## src/rtl/multicycle_controller_if.sv

```systemverilog
// ---------------------------------------------------------------------------
// multicycle_controller_if
//   Groups the controller <-> datapath/memory signals.
//   master : controller side (decode inputs in, control strobes out)
//   slave  : datapath/memory side (mirror of master)
//   Inputs to controller : op[5:0], funct[5:0], zero, mem_ready
//   Outputs of controller: mem_req, iord, memwrite, irwrite, pcen, pcsrc[1:0],
//                          regdst, memtoreg, regwrite, alusrca, alusrcb[1:0],
//                          alucontrol[2:0], illegal_op, fault, state[3:0]
// ---------------------------------------------------------------------------
interface multicycle_controller_if;
    logic [5:0] op;
    logic [5:0] funct;
    logic       zero;
    logic       mem_ready;
    logic       mem_req;
    logic       iord;
    logic       memwrite;
    logic       irwrite;
    logic       pcen;
    logic [1:0] pcsrc;
    logic       regdst;
    logic       memtoreg;
    logic       regwrite;
    logic       alusrca;
    logic [1:0] alusrcb;
    logic [2:0] alucontrol;
    logic       illegal_op;
    logic       fault;
    logic [3:0] state;

    modport master (
        input  op, funct, zero, mem_ready,
        output mem_req, iord, memwrite, irwrite, pcen, pcsrc, regdst, memtoreg,
               regwrite, alusrca, alusrcb, alucontrol, illegal_op, fault, state
    );

    modport slave (
        output op, funct, zero, mem_ready,
        input  mem_req, iord, memwrite, irwrite, pcen, pcsrc, regdst, memtoreg,
               regwrite, alusrca, alusrcb, alucontrol, illegal_op, fault, state
    );
endinterface

```

## src/rtl/multicycle_controller.sv

```systemverilog
// ---------------------------------------------------------------------------
// multicycle_controller
//   Control FSM for a multicycle datapath sharing one instruction+data memory.
//   Sequences fetch/decode/execute/memory/writeback, drives all datapath
//   selects and enables, stalls memory states until mem_ready, and latches a
//   sticky fault when a memory access waits TIMEOUT consecutive cycles.
//   Ports:
//     clk   : rising-edge clock
//     reset : asynchronous, active-low reset
//     bus   : multicycle_controller_if.master (decode inputs, control outputs)
//   Parameters:
//     TIMEOUT      : wait cycles in a memory state before fault (1..255)
//     SUPPORT_ADDI : 1 decodes addi, 0 treats it as an illegal opcode
// ---------------------------------------------------------------------------
module multicycle_controller #(
    parameter int unsigned TIMEOUT      = 16,
    parameter bit          SUPPORT_ADDI = 1'b1
) (
    input  logic                          clk,
    input  logic                          reset,
    multicycle_controller_if.master       bus
);

    typedef enum logic [3:0] {
        RST0    = 4'd0,
        FETCH   = 4'd1,
        DECODE  = 4'd2,
        MEMADR  = 4'd3,
        MEMRD   = 4'd4,
        MEMWB   = 4'd5,
        MEMWR   = 4'd6,
        EXECUTE = 4'd7,
        ALUWB   = 4'd8,
        BRANCH  = 4'd9,
        ADDIEX  = 4'd10,
        ADDIWB  = 4'd11,
        JUMP    = 4'd12,
        FAULT   = 4'd13
    } state_t;

    localparam logic [7:0] W_LIMIT = 8'(TIMEOUT - 1);

    state_t     r_state;
    state_t     w_next;
    logic [7:0] r_wait;
    logic       w_mem_wait;

    // A wait cycle is a memory state whose access has not completed yet.
    assign w_mem_wait = ((r_state == FETCH) || (r_state == MEMRD) || (r_state == MEMWR))
                        && !bus.mem_ready;

    always_ff @(posedge clk or negedge reset) begin
        if (!reset) begin
            r_state <= RST0;
        end else begin
            r_state <= w_next;
        end
    end

    always_ff @(posedge clk or negedge reset) begin
        if (!reset) begin
            r_wait <= '0;
        end else if (w_next != r_state) begin
            r_wait <= '0;
        end else if (w_mem_wait) begin
            r_wait <= r_wait + 8'd1;
        end
    end

    always_comb begin
        w_next         = r_state;
        bus.mem_req    = 1'b0;
        bus.iord       = 1'b0;
        bus.memwrite   = 1'b0;
        bus.irwrite    = 1'b0;
        bus.pcen       = 1'b0;
        bus.pcsrc      = 2'b00;
        bus.regdst     = 1'b0;
        bus.memtoreg   = 1'b0;
        bus.regwrite   = 1'b0;
        bus.alusrca    = 1'b0;
        bus.alusrcb    = 2'b00;
        bus.alucontrol = 3'b000;
        bus.illegal_op = 1'b0;
        bus.fault      = 1'b0;
        bus.state      = r_state;

        unique case (r_state)
            RST0: w_next = FETCH;
            FETCH: begin
                bus.mem_req    = 1'b1;
                bus.alusrcb    = 2'b01;
                bus.alucontrol = 3'b010;
                if (bus.mem_ready) begin
                    bus.irwrite = 1'b1;
                    bus.pcen    = 1'b1;
                    w_next      = DECODE;
                end
            end
            DECODE: begin
                bus.alusrcb    = 2'b11;
                bus.alucontrol = 3'b010;
                case (bus.op)
                    6'b100011, 6'b101011: w_next = MEMADR;
                    6'b000000:            w_next = EXECUTE;
                    6'b000100:            w_next = BRANCH;
                    6'b000010:            w_next = JUMP;
                    6'b001000: begin
                        if (SUPPORT_ADDI) begin
                            w_next = ADDIEX;
                        end else begin
                            bus.illegal_op = 1'b1;
                            w_next         = FETCH;
                        end
                    end
                    default: begin
                        bus.illegal_op = 1'b1;
                        w_next         = FETCH;
                    end
                endcase
            end
            MEMADR: begin
                bus.alusrca    = 1'b1;
                bus.alusrcb    = 2'b10;
                bus.alucontrol = 3'b010;
                w_next         = (bus.op == 6'b101011) ? MEMWR : MEMRD;
            end
            MEMRD: begin
                bus.mem_req = 1'b1;
                bus.iord    = 1'b1;
                if (bus.mem_ready) w_next = MEMWB;
            end
            MEMWB: begin
                bus.memtoreg = 1'b1;
                bus.regwrite = 1'b1;
                w_next       = FETCH;
            end
            MEMWR: begin
                bus.mem_req  = 1'b1;
                bus.iord     = 1'b1;
                bus.memwrite = bus.mem_ready;
                if (bus.mem_ready) w_next = FETCH;
            end
            EXECUTE: begin
                bus.alusrca = 1'b1;
                w_next      = ALUWB;
                case (bus.funct)
                    6'b100000: bus.alucontrol = 3'b010;
                    6'b100010: bus.alucontrol = 3'b110;
                    6'b100100: bus.alucontrol = 3'b000;
                    6'b100101: bus.alucontrol = 3'b001;
                    6'b101010: bus.alucontrol = 3'b111;
                    default: begin
                        bus.illegal_op = 1'b1;
                        w_next         = FETCH;
                    end
                endcase
            end
            ALUWB: begin
                bus.regdst   = 1'b1;
                bus.regwrite = 1'b1;
                w_next       = FETCH;
            end
            BRANCH: begin
                bus.alusrca    = 1'b1;
                bus.alucontrol = 3'b110;
                bus.pcsrc      = 2'b01;
                bus.pcen       = bus.zero;
                w_next         = FETCH;
            end
            ADDIEX: begin
                bus.alusrca    = 1'b1;
                bus.alusrcb    = 2'b10;
                bus.alucontrol = 3'b010;
                w_next         = ADDIWB;
            end
            ADDIWB: begin
                bus.regwrite = 1'b1;
                w_next       = FETCH;
            end
            JUMP: begin
                bus.pcsrc = 2'b10;
                bus.pcen  = 1'b1;
                w_next    = FETCH;
            end
            FAULT: bus.fault = 1'b1;
            default: w_next = RST0;
        endcase

        // The TIMEOUT-th consecutive wait cycle diverts straight to FAULT.
        if (w_mem_wait && (r_wait == W_LIMIT)) begin
            w_next = FAULT;
        end
    end

endmodule

```

## src/flat_wrapper.sv

```systemverilog
// flat-port wrapper written by rule: the top's interface ports become plain ports
module multicycle_controller_flat 
#(
    parameter int unsigned TIMEOUT      = 16,
    parameter bit          SUPPORT_ADDI = 1'b1
)
  (clk, reset, bus_op, bus_funct, bus_zero, bus_mem_ready, bus_mem_req, bus_iord, bus_memwrite, bus_irwrite, bus_pcen, bus_pcsrc, bus_regdst, bus_memtoreg, bus_regwrite, bus_alusrca, bus_alusrcb, bus_alucontrol, bus_illegal_op, bus_fault, bus_state);
  multicycle_controller_if bus_i ();
  input  logic clk;
  input  logic reset;
  input wire logic [$bits(bus_i.op)-1:0] bus_op;
  input wire logic [$bits(bus_i.funct)-1:0] bus_funct;
  input wire logic [$bits(bus_i.zero)-1:0] bus_zero;
  input wire logic [$bits(bus_i.mem_ready)-1:0] bus_mem_ready;
  output wire logic [$bits(bus_i.mem_req)-1:0] bus_mem_req;
  output wire logic [$bits(bus_i.iord)-1:0] bus_iord;
  output wire logic [$bits(bus_i.memwrite)-1:0] bus_memwrite;
  output wire logic [$bits(bus_i.irwrite)-1:0] bus_irwrite;
  output wire logic [$bits(bus_i.pcen)-1:0] bus_pcen;
  output wire logic [$bits(bus_i.pcsrc)-1:0] bus_pcsrc;
  output wire logic [$bits(bus_i.regdst)-1:0] bus_regdst;
  output wire logic [$bits(bus_i.memtoreg)-1:0] bus_memtoreg;
  output wire logic [$bits(bus_i.regwrite)-1:0] bus_regwrite;
  output wire logic [$bits(bus_i.alusrca)-1:0] bus_alusrca;
  output wire logic [$bits(bus_i.alusrcb)-1:0] bus_alusrcb;
  output wire logic [$bits(bus_i.alucontrol)-1:0] bus_alucontrol;
  output wire logic [$bits(bus_i.illegal_op)-1:0] bus_illegal_op;
  output wire logic [$bits(bus_i.fault)-1:0] bus_fault;
  output wire logic [$bits(bus_i.state)-1:0] bus_state;
  assign bus_i.op = bus_op;
  assign bus_i.funct = bus_funct;
  assign bus_i.zero = bus_zero;
  assign bus_i.mem_ready = bus_mem_ready;
  assign bus_mem_req = bus_i.mem_req;
  assign bus_iord = bus_i.iord;
  assign bus_memwrite = bus_i.memwrite;
  assign bus_irwrite = bus_i.irwrite;
  assign bus_pcen = bus_i.pcen;
  assign bus_pcsrc = bus_i.pcsrc;
  assign bus_regdst = bus_i.regdst;
  assign bus_memtoreg = bus_i.memtoreg;
  assign bus_regwrite = bus_i.regwrite;
  assign bus_alusrca = bus_i.alusrca;
  assign bus_alusrcb = bus_i.alusrcb;
  assign bus_alucontrol = bus_i.alucontrol;
  assign bus_illegal_op = bus_i.illegal_op;
  assign bus_fault = bus_i.fault;
  assign bus_state = bus_i.state;
  multicycle_controller #(.TIMEOUT(TIMEOUT), .SUPPORT_ADDI(SUPPORT_ADDI)) u_core (.clk(clk), .reset(reset), .bus(bus_i));
endmodule
```

## config.mk

```make
export PLATFORM = sky130hd
export DESIGN_NAME = multicycle_controller_flat
export DESIGN_NICKNAME = d
export VERILOG_FILES = /design/src/rtl/multicycle_controller_if.sv /design/src/rtl/multicycle_controller.sv /design/src/flat_wrapper.sv
export SDC_FILE = /design/constraint.sdc
export NUM_CORES = 1
export LEC_CHECK = 0
export CORE_ASPECT_RATIO = 1.25
export CORE_MARGIN = 3
export CORE_UTILIZATION = 30
export DETAILED_ROUTE_END_ITERATION = 10
export MAX_ROUTING_LAYER = met4
export PLACE_DENSITY_LB_ADDON = 0.08
export SLEW_MARGIN = 20
export SYNTH_ARGS = -nofsm -noshare
export SYNTH_HDL_FRONTEND = slang
export SYNTH_SLANG_ARGS = --single-unit
export TNS_END_PERCENT = 50
```

## constraint.sdc

```tcl
create_clock -name clk -period 3 [get_ports clk]
set_input_delay 0.75 -clock clk [delete_from_list [all_inputs] [get_ports clk]]
set_output_delay 0.75 -clock clk [all_outputs]
set_load 0.01 [all_outputs]
```

==> summary.md, run 1 <==
The run finished with clean final reports. The area added between synthesis and finish works out to 47.8%. Async set or reset register ratio after synthesis: 1.00. The compound-cell area share of the yosys netlist was 0.255. The tools report the sort of element at the end of the critical path as an output pin.

Width of the die: 63.1 um. The logs give 87 for the initial detailed-routing violation count and 55 for the number of different library cells in the post-synthesis netlist. The total CTS buffers is 3.

For the final database, setup skew stands at 0.00298 ns. The tools report the total vias in the final route as 1359. The total global routing track utilization was 0.171; the final setup violation count was 0.

For the I/O pin count, the log shows 38. Each instance of the synthesized netlist takes up on average 8.03 um2. The number of global-route vias before repair was 1416. Summing every instance area after synthesis gives 1220 um2. Entering global routing, the biggest net connects 19 pins. The tightest hold margin is 0.560 ns. For this run, design rule violations remaining after detail routing come to 0. The multi-input combinational cells in the finished layout cover a total of 876 um2. The fraction of synthesized area in multiplexers was 0.0205.

In this run the critical register-to-register path is launched from u_core.bus.state[3]$_DFF_PN0_. The run gives 0 as the total of warnings raised by yosys. Synthesized flop and latch total: 12.

The root cell of the clock tree is clkbuf_8. For the H-tree depth, the log shows 1. VDD sags by at most 0.421 mV. The number of buffers inserted by port buffering was 37; the vertical die dimension was 77.3 um. The initialized floorplan defines 25 standard-cell rows. The area of the core came out at 3850 um2. The area fraction in and, or, nand and nor cells after synthesis is 0.353, and the leakage component of the power is 0.000755 uW.

The top flip-flop cell by instance count after synthesis was dfrtp_1. Summing all flip-flop and latch instances after layout gives 302 um2. The endpoint arrival time on the critical path was 2.15 ns; the layout filler cell count was 423. At the pin with the least slew margin, the transition time is 0.559 ns. The logs give 0.317 for the initial cell density of the core and 1770 um2 for the instance area at placement. The synthesized instance count is 152, and the routed wire length is 3690 um. CTS saw 12 sinks. The worst path needs 2.90 ns of the cycle, external delays included. The final layout contains 223 nets. The part of the Yosys area used for sequential elements was 0.246. The critical path in this run is classified as in2out. The residual antenna-violating net count after detailed routing was 0.

The floorplan step defined a die boundary enclosing 4880 um2. Before antenna repair, the detailed router went through 4 iterations. 0 antenna diodes ended up in the layout. In this run the worst setup path begins at bus_funct[1]. Using the TritonRoute via totals, the vias-per-cell ratio works out to 5.27. The post-synthesis share of cell area spent on full adders, half adders and majority gates is 0.0102.

The number of enable flip-flop cells after synthesis was 0; the final count of hold timing violations was 0. Once layout is done, the placed cells without fillers occupy 1810 um2. The first-pass GRT wire length came out at 6620 um. The clock-pin slew of the registers on the worst-case setup and hold paths is 0.05 ns. The ratio of final minimum period to clock period was 0.965.

The worst hold path belongs to the class reg2reg. The tools report the worst slew margin relative to its limit as 0.626. Number of nets produced by synthesis: 169. STA classifies the critical path startpoint as an input pin. The HPWL after detailed placement is 2940 um. At the worst endpoint, the required time is 2.25 ns. Total placed cells including tap cells: 255. The tools report the number of cells in the finished layout apart from fillers as 258. In this run the worst path has a maximum fanout of 2. The average wire length per cell after detail routing is 14.3 um. After global routing the overflow that remains totals 0. The fraction of layout cells with a size suffix above 1 is 0.172, and the max-capacitance violation count is 0.

Final weighted congestion in routability-driven placement: 0.769. Setup repair after global routing left no endpoint under its margin. Static timing analysis puts the maximum clock frequency at 345 MHz. The worst hold path begins at u_core.r_wait[7]$_DFFE_PN0P_. For the worst-skew pair, the clock arrives at the later sink with an insertion delay of 0.24 ns.

Areal power density over the cells: 733 nW/um2. The number of hold buffers added after cts was 0. TritonCTS built the clock tree. After synthesis, the largest family of logic cells by area is simple AND/OR/NAND/NOR gates. In this run the post-CTS setup repair buffer count came out at 0.

The tools report the initial antenna violation count as 0. Xor/xnor share of the synthesized area: 0.0717. No sink is reached through more buffers than the 2 on the longest clock path. The final count of pins violating max slew was 0.
## cell usage in the layout, fill, tap and decap left out, types with 5 or more instances in the layout
master / Yosys / routed
xnor2_1: 7 / 7
nand2_1: 17 / 17
nor2_1: 19 / 19
nand3_1: 6 / 6
dfrtp_1: 12 / 11
nand2b_1: 5 / 5
buf_4: 2 / 20
a21oi_1: 6 / 6
o21ai_0: 5 / 5
clkdlybuf4s50_1: 0 / 32
## where the power goes
part	total (uW)	switching (uW)	internal [uW]
logic	904	460	445
clock network	144	55.5	88.2
registers	276	85.6	190
## final cells by class
cell class / count / share of cell area
multi-input combinational: 129 / 0.485
tap: 54 / 0.0374
clock buffer: 3 / 0.0229
inverter: 3 / 0.00624
sequential: 12 / 0.167
timing repair buffer: 57 / 0.281
## worst max-delay path, stage by stage
cell	delay, ns
clkdlybuf4s50_1	0.47
and2b_1	0.20
buf_4	0.13
or3_4	0.36
nand2_1	0.07
nand2_1	0.04
buf_2	0.14
## cells in the mapped netlist, types with 4 or more instances
cell	n	area, um2
nand2_1	17	63.8
xnor2_1	7	61.3
dfrtp_1	12	300
nor2_1	19	71.3
o21ai_0	5	25.0
nor3_1	4	20.0
nand3_1	6	30.0
nand2b_1	5	31.3
a21oi_1	6	30.0
## flip-flops by register name, indices dropped and copies added (netlist names)
signal	flops
u_core.r_wait	8
u_core.bus.state	4
## kinds of logic after synthesis
logic type                 Yosys count
and+or+nand+nor                     79
DFF                                 12
AOI/OAI and AO/OA                   37
xor gates and xnor gates            10
buffers and inverters               11
adders and majority gates            1
muxes                                2
## path summary, 6_finish.rpt
kind	endpoint	slack (ns)	depth (start not counted)
worst max-delay path	bus_illegal_op	0.10	7
worst min-delay path	u_core.r_wait[7]$_DFFE_PN0P_	0.56	3
worst max register to register	u_core.r_wait[1]$_DFFE_PN0P_	0.63	7
worst min register to register	u_core.r_wait[7]$_DFFE_PN0P_	0.56	3
max in group asynchronous	u_core.bus.state[2]$_DFF_PN0_	1.75	1
min in group asynchronous	u_core.r_wait[0]$_DFFE_PN0P_	0.86	1
## metal layers
metal / GRT usage / vias up / part of all wire
met4: 0.0706 / 0 / 0.022
met2: 0.297 / 42 / 0.50
met5: - / - / 0
met1: 0.205 / 641 / 0.43
li1: - / 670 / -
met3: 0.00868 / 6 / 0.040
## through the flow
| stage | worst slack (ns) | total power (uW) | util | setup TNS (ns) |
|---|---|---|---|---|
| after floorplan | 0.665 | 823 | - | 0 |
| after global placement | -0.307 | 1190 | 0.460 | -0.965 |
| after detailed placement | -0.289 | 1200 | 0.460 | -1.21 |
| after CTS | 0.00142 | 1340 | 0.471 | 0 |
| after global routing | 0.00347 | 1450 | 0.469 | 0 |
| final | 0.104 | 1320 | 0.469 | 0 |
## what timing repair did
item	in CTS	in global routing
endpoints found under the hold margin	0	0
gates resized for setup	8	5
setup endpoints to repair	4	6
Note: power is estimated with default switching activity, not from simulation.
==> run 2: changes to the inputs <==
Settings changed: CELL_PAD_IN_SITES_DETAIL_PLACEMENT set to 0, CELL_PAD_IN_SITES_GLOBAL_PLACEMENT set to 1.
==> summary.md, run 2 (synthesis gave the netlist of run 1 again) <==
The tree is rooted in a clkbuf_8. Across the run, the number of max-cap violations was 0. The clock net in this run drives a total of 12 sinks.

The top cell types in the final layout, fill and taps aside, are 32 x clkdlybuf4s50_1, 21 x buf_4, 19 x nor2_1, 17 x nand2_1, 12 x dfrtp_1. The die is 63.1 um wide. Average wire length per cell after detail routing: 14.0 um. For the final weighted congestion in routability-driven placement, the log shows 0.812.

The area of the core was 3850 um2; the worst-case register-to-register setup slack was 0.67 ns. In this run the worst hold path is classified as reg2reg. For this design, the slowest cell found on the critical path is clkdlybuf4s50_1.

The number of remaining DRC errors was 0; the first-pass GRT wire length was 6290 um. The via density per instance works out to 5.16. Delay contributed by the slowest stage of the critical path: 0.47 ns.

The signal on the critical path passes through clkdlybuf4s50_1 -> and2b_1 -> buf_4 -> or3_4 -> nand2_1 -> nand2_1 -> buf_2. STA classifies the critical path startpoint as an input pin. Power spread over the standard cell area amounts to 748 nW/um2.

After clock tree synthesis, the flow added hold-fix buffers numbering 0. For the worst setup path, the data required time is 2.25 ns. The register with the most flip-flops in the layout has 8 of them. The clock skew after layout is 0.000656 ns. STA classifies the critical path endpoint as an output pin. The clock period minus worst slack works out to 2.90 ns. The path with the worst hold slack has its endpoint at u_core.r_wait[7]$_DFFE_PN0P_. The tools report the initial cell density of the core as 0.317. The cell family with the largest share of critical-path delay was buffers and inverters. The initial antenna violation count is 0. The detail route stage leaves a number of antenna-violating nets equal to 0. Gates resized during post-CTS repair numbered 9. Compared with the post-synthesis result, the final layout area differs by 49.6%.

The ratio of final minimum period to clock period was 0.966. The vertical die dimension was 77.3 um; the die area was 4880 um2. The multi-input combinational cell area was 878 um2; the leakage component of the power was 0.000773 uW. The number of clock buffers added by TritonCTS is 3. The final setup violation count is 0. The tools report the critical register-to-register path startpoint as u_core.bus.state[0]$_DFF_PN0_. The H-tree depth was 1. The placed wire-length estimate was 2990 um.

After the last flow step, the layout net total stands at 224. The filler cells instantiated in the layout total 376. Hold timing on the final database bottoms out at a slack of 0.559 ns. The count of antenna diodes in the layout came out at 0. The library cell used most frequently in the layout, excluding fill and tap cells, is clkdlybuf4s50_1. The maximum fanout along the worst path came out at 2.

The worst hold path begins at u_core.r_wait[7]$_DFFE_PN0P_. The endpoint identified for the worst register-to-register timing path is u_core.r_wait[1]$_DFFE_PN0P_. By startpoint and endpoint, the worst setup path is classified as in2out.

The fraction of layout cells with a size suffix above 1 is 0.180. TritonCTS built the clock tree. No sink is reached through more buffers than the 2 on the longest clock path. Counting both buffers and inverters, the worst setup path holds a total of 3.

The slew at the pin with the worst max-slew slack is 0.566 ns, and the cell count of the worst hold path is 3. The total vias in the final route is 1341, and the overflow left after global routing is 0. The length in cells of the worst reg-to-reg path works out to 5.

For this run, the detailed router's first-pass iteration total came to 4. The largest register by flop count was u_core.r_wait. The clock-pin slew of the registers on the worst-case setup and hold paths was 0.05 ns. The detailed router finished its first iteration with 57 violations. The floorplan has 25 rows. Setup repair after global routing left no endpoint under its margin. Entering global routing, the biggest net connects 16 pins. For the worst slew margin relative to its limit, the log shows 0.622. The endpoint arrival time on the critical path is 2.15 ns, and the number of setup buffers added after CTS is 0. The number of buffers inserted by port buffering is 37. Maximum operating frequency: 345 MHz. Worst voltage drop across the vdd grid: 0.373 mV. The number of global-route vias before repair was 1342.

I/O pin count: 38. The flow ran to the end, and the final reports show no timing, DRC or antenna violations. Clock latency on the worst-skew pair, taken at its later pin, is 0.24 ns.

The logs give 0 for the final count of hold timing violations and 3650 um for the routed wire length. The register cell area after layout came out at 300 um2. Total global routing track utilization: 0.162. The most numerous cell type found on the critical path is nand2_1.

The logs give 0 for the final count of pins violating max slew and 0.103 ns for the minimum setup slack in the final design. At the placement stage, the worst setup path has a slack of -0.330 ns.
run 2: cell types whose count changed in the layout (fill, tap and decap cells not counted), sizes merged:
cell | previous run | this run
buf | 21 | 22
clkbuf | 4 | 5
clkdlybuf4s15 | 1 | 0
dlygate4sd2 | 2 | 3
run 2: per-stage QoR:
step | total power (uW) | area, um2 | cells | TNS (ns) | utilization
2_1_floorplan | 823 | 1220 | 152 | 0 | -
3_3_place_gp | 1220 | 1780 | 256 | -1.00 | 0.461
3_5_place_dp | 1210 | 1780 | 256 | -1.19 | 0.461
4_1_cts | 1380 | 1830 | 260 | 0 | 0.475
5_1_grt | 1480 | 1830 | 260 | 0 | 0.475
6_report | 1370 | 1830 | 260 | 0 | 0.475
run 2: tightest hold or removal path, cell delays in order, from the launching register on:
cell,delay (ns)
dfrtp_1,0.35
xnor2_1,0.08
nand2_1,0.06
nor2_1,0.03
run 2: report_power, final:
part           switching (uW)  internal (uW)  total, uW
clock                    57.6            116        173
sequential               77.3            189        266
combinational             472            454        926
run 2: worst max-delay path by stage:
stage | from | endpoint | slack (ns) | cells past startpoint
2_1_floorplan | bus_funct[4] | bus_alucontrol[1] | 0.67 | 4
4_1_cts | bus_funct[1] | bus_alucontrol[1] | 0.02 | 6
3_5_place_dp | bus_funct[1] | bus_alucontrol[1] | -0.33 | 6
6_report | bus_funct[1] | bus_illegal_op | 0.10 | 7
5_1_grt | bus_funct[4] | bus_alucontrol[2] | 0.005 | 8
3_3_place_gp | bus_funct[1] | bus_alucontrol[1] | -0.30 | 6
run 2: cell type report:
cell class                      instances  share of cell area
Multi-Input combinational cell        129               0.481
Tap cell                               54              0.0370
Inverter                                3             0.00616
Sequential cell                        12               0.164
Clock buffer                            4              0.0301
Timing Repair Buffer                   58               0.282
run 2: routing by layer:
metal  global-route usage  part of all wire  up-vias
met5                    -                 0        -
met4               0.0706             0.016        0
met3               0.0174             0.032        4
met2                0.278              0.52       32
met1                0.192              0.43      636
li1                     -                 -      669
==> run 3: changes to the inputs <==
Settings changed: CAP_MARGIN set to 20.
==> results of run 3 <==
Final layout, timing and power as in run 2 (identical DEF).
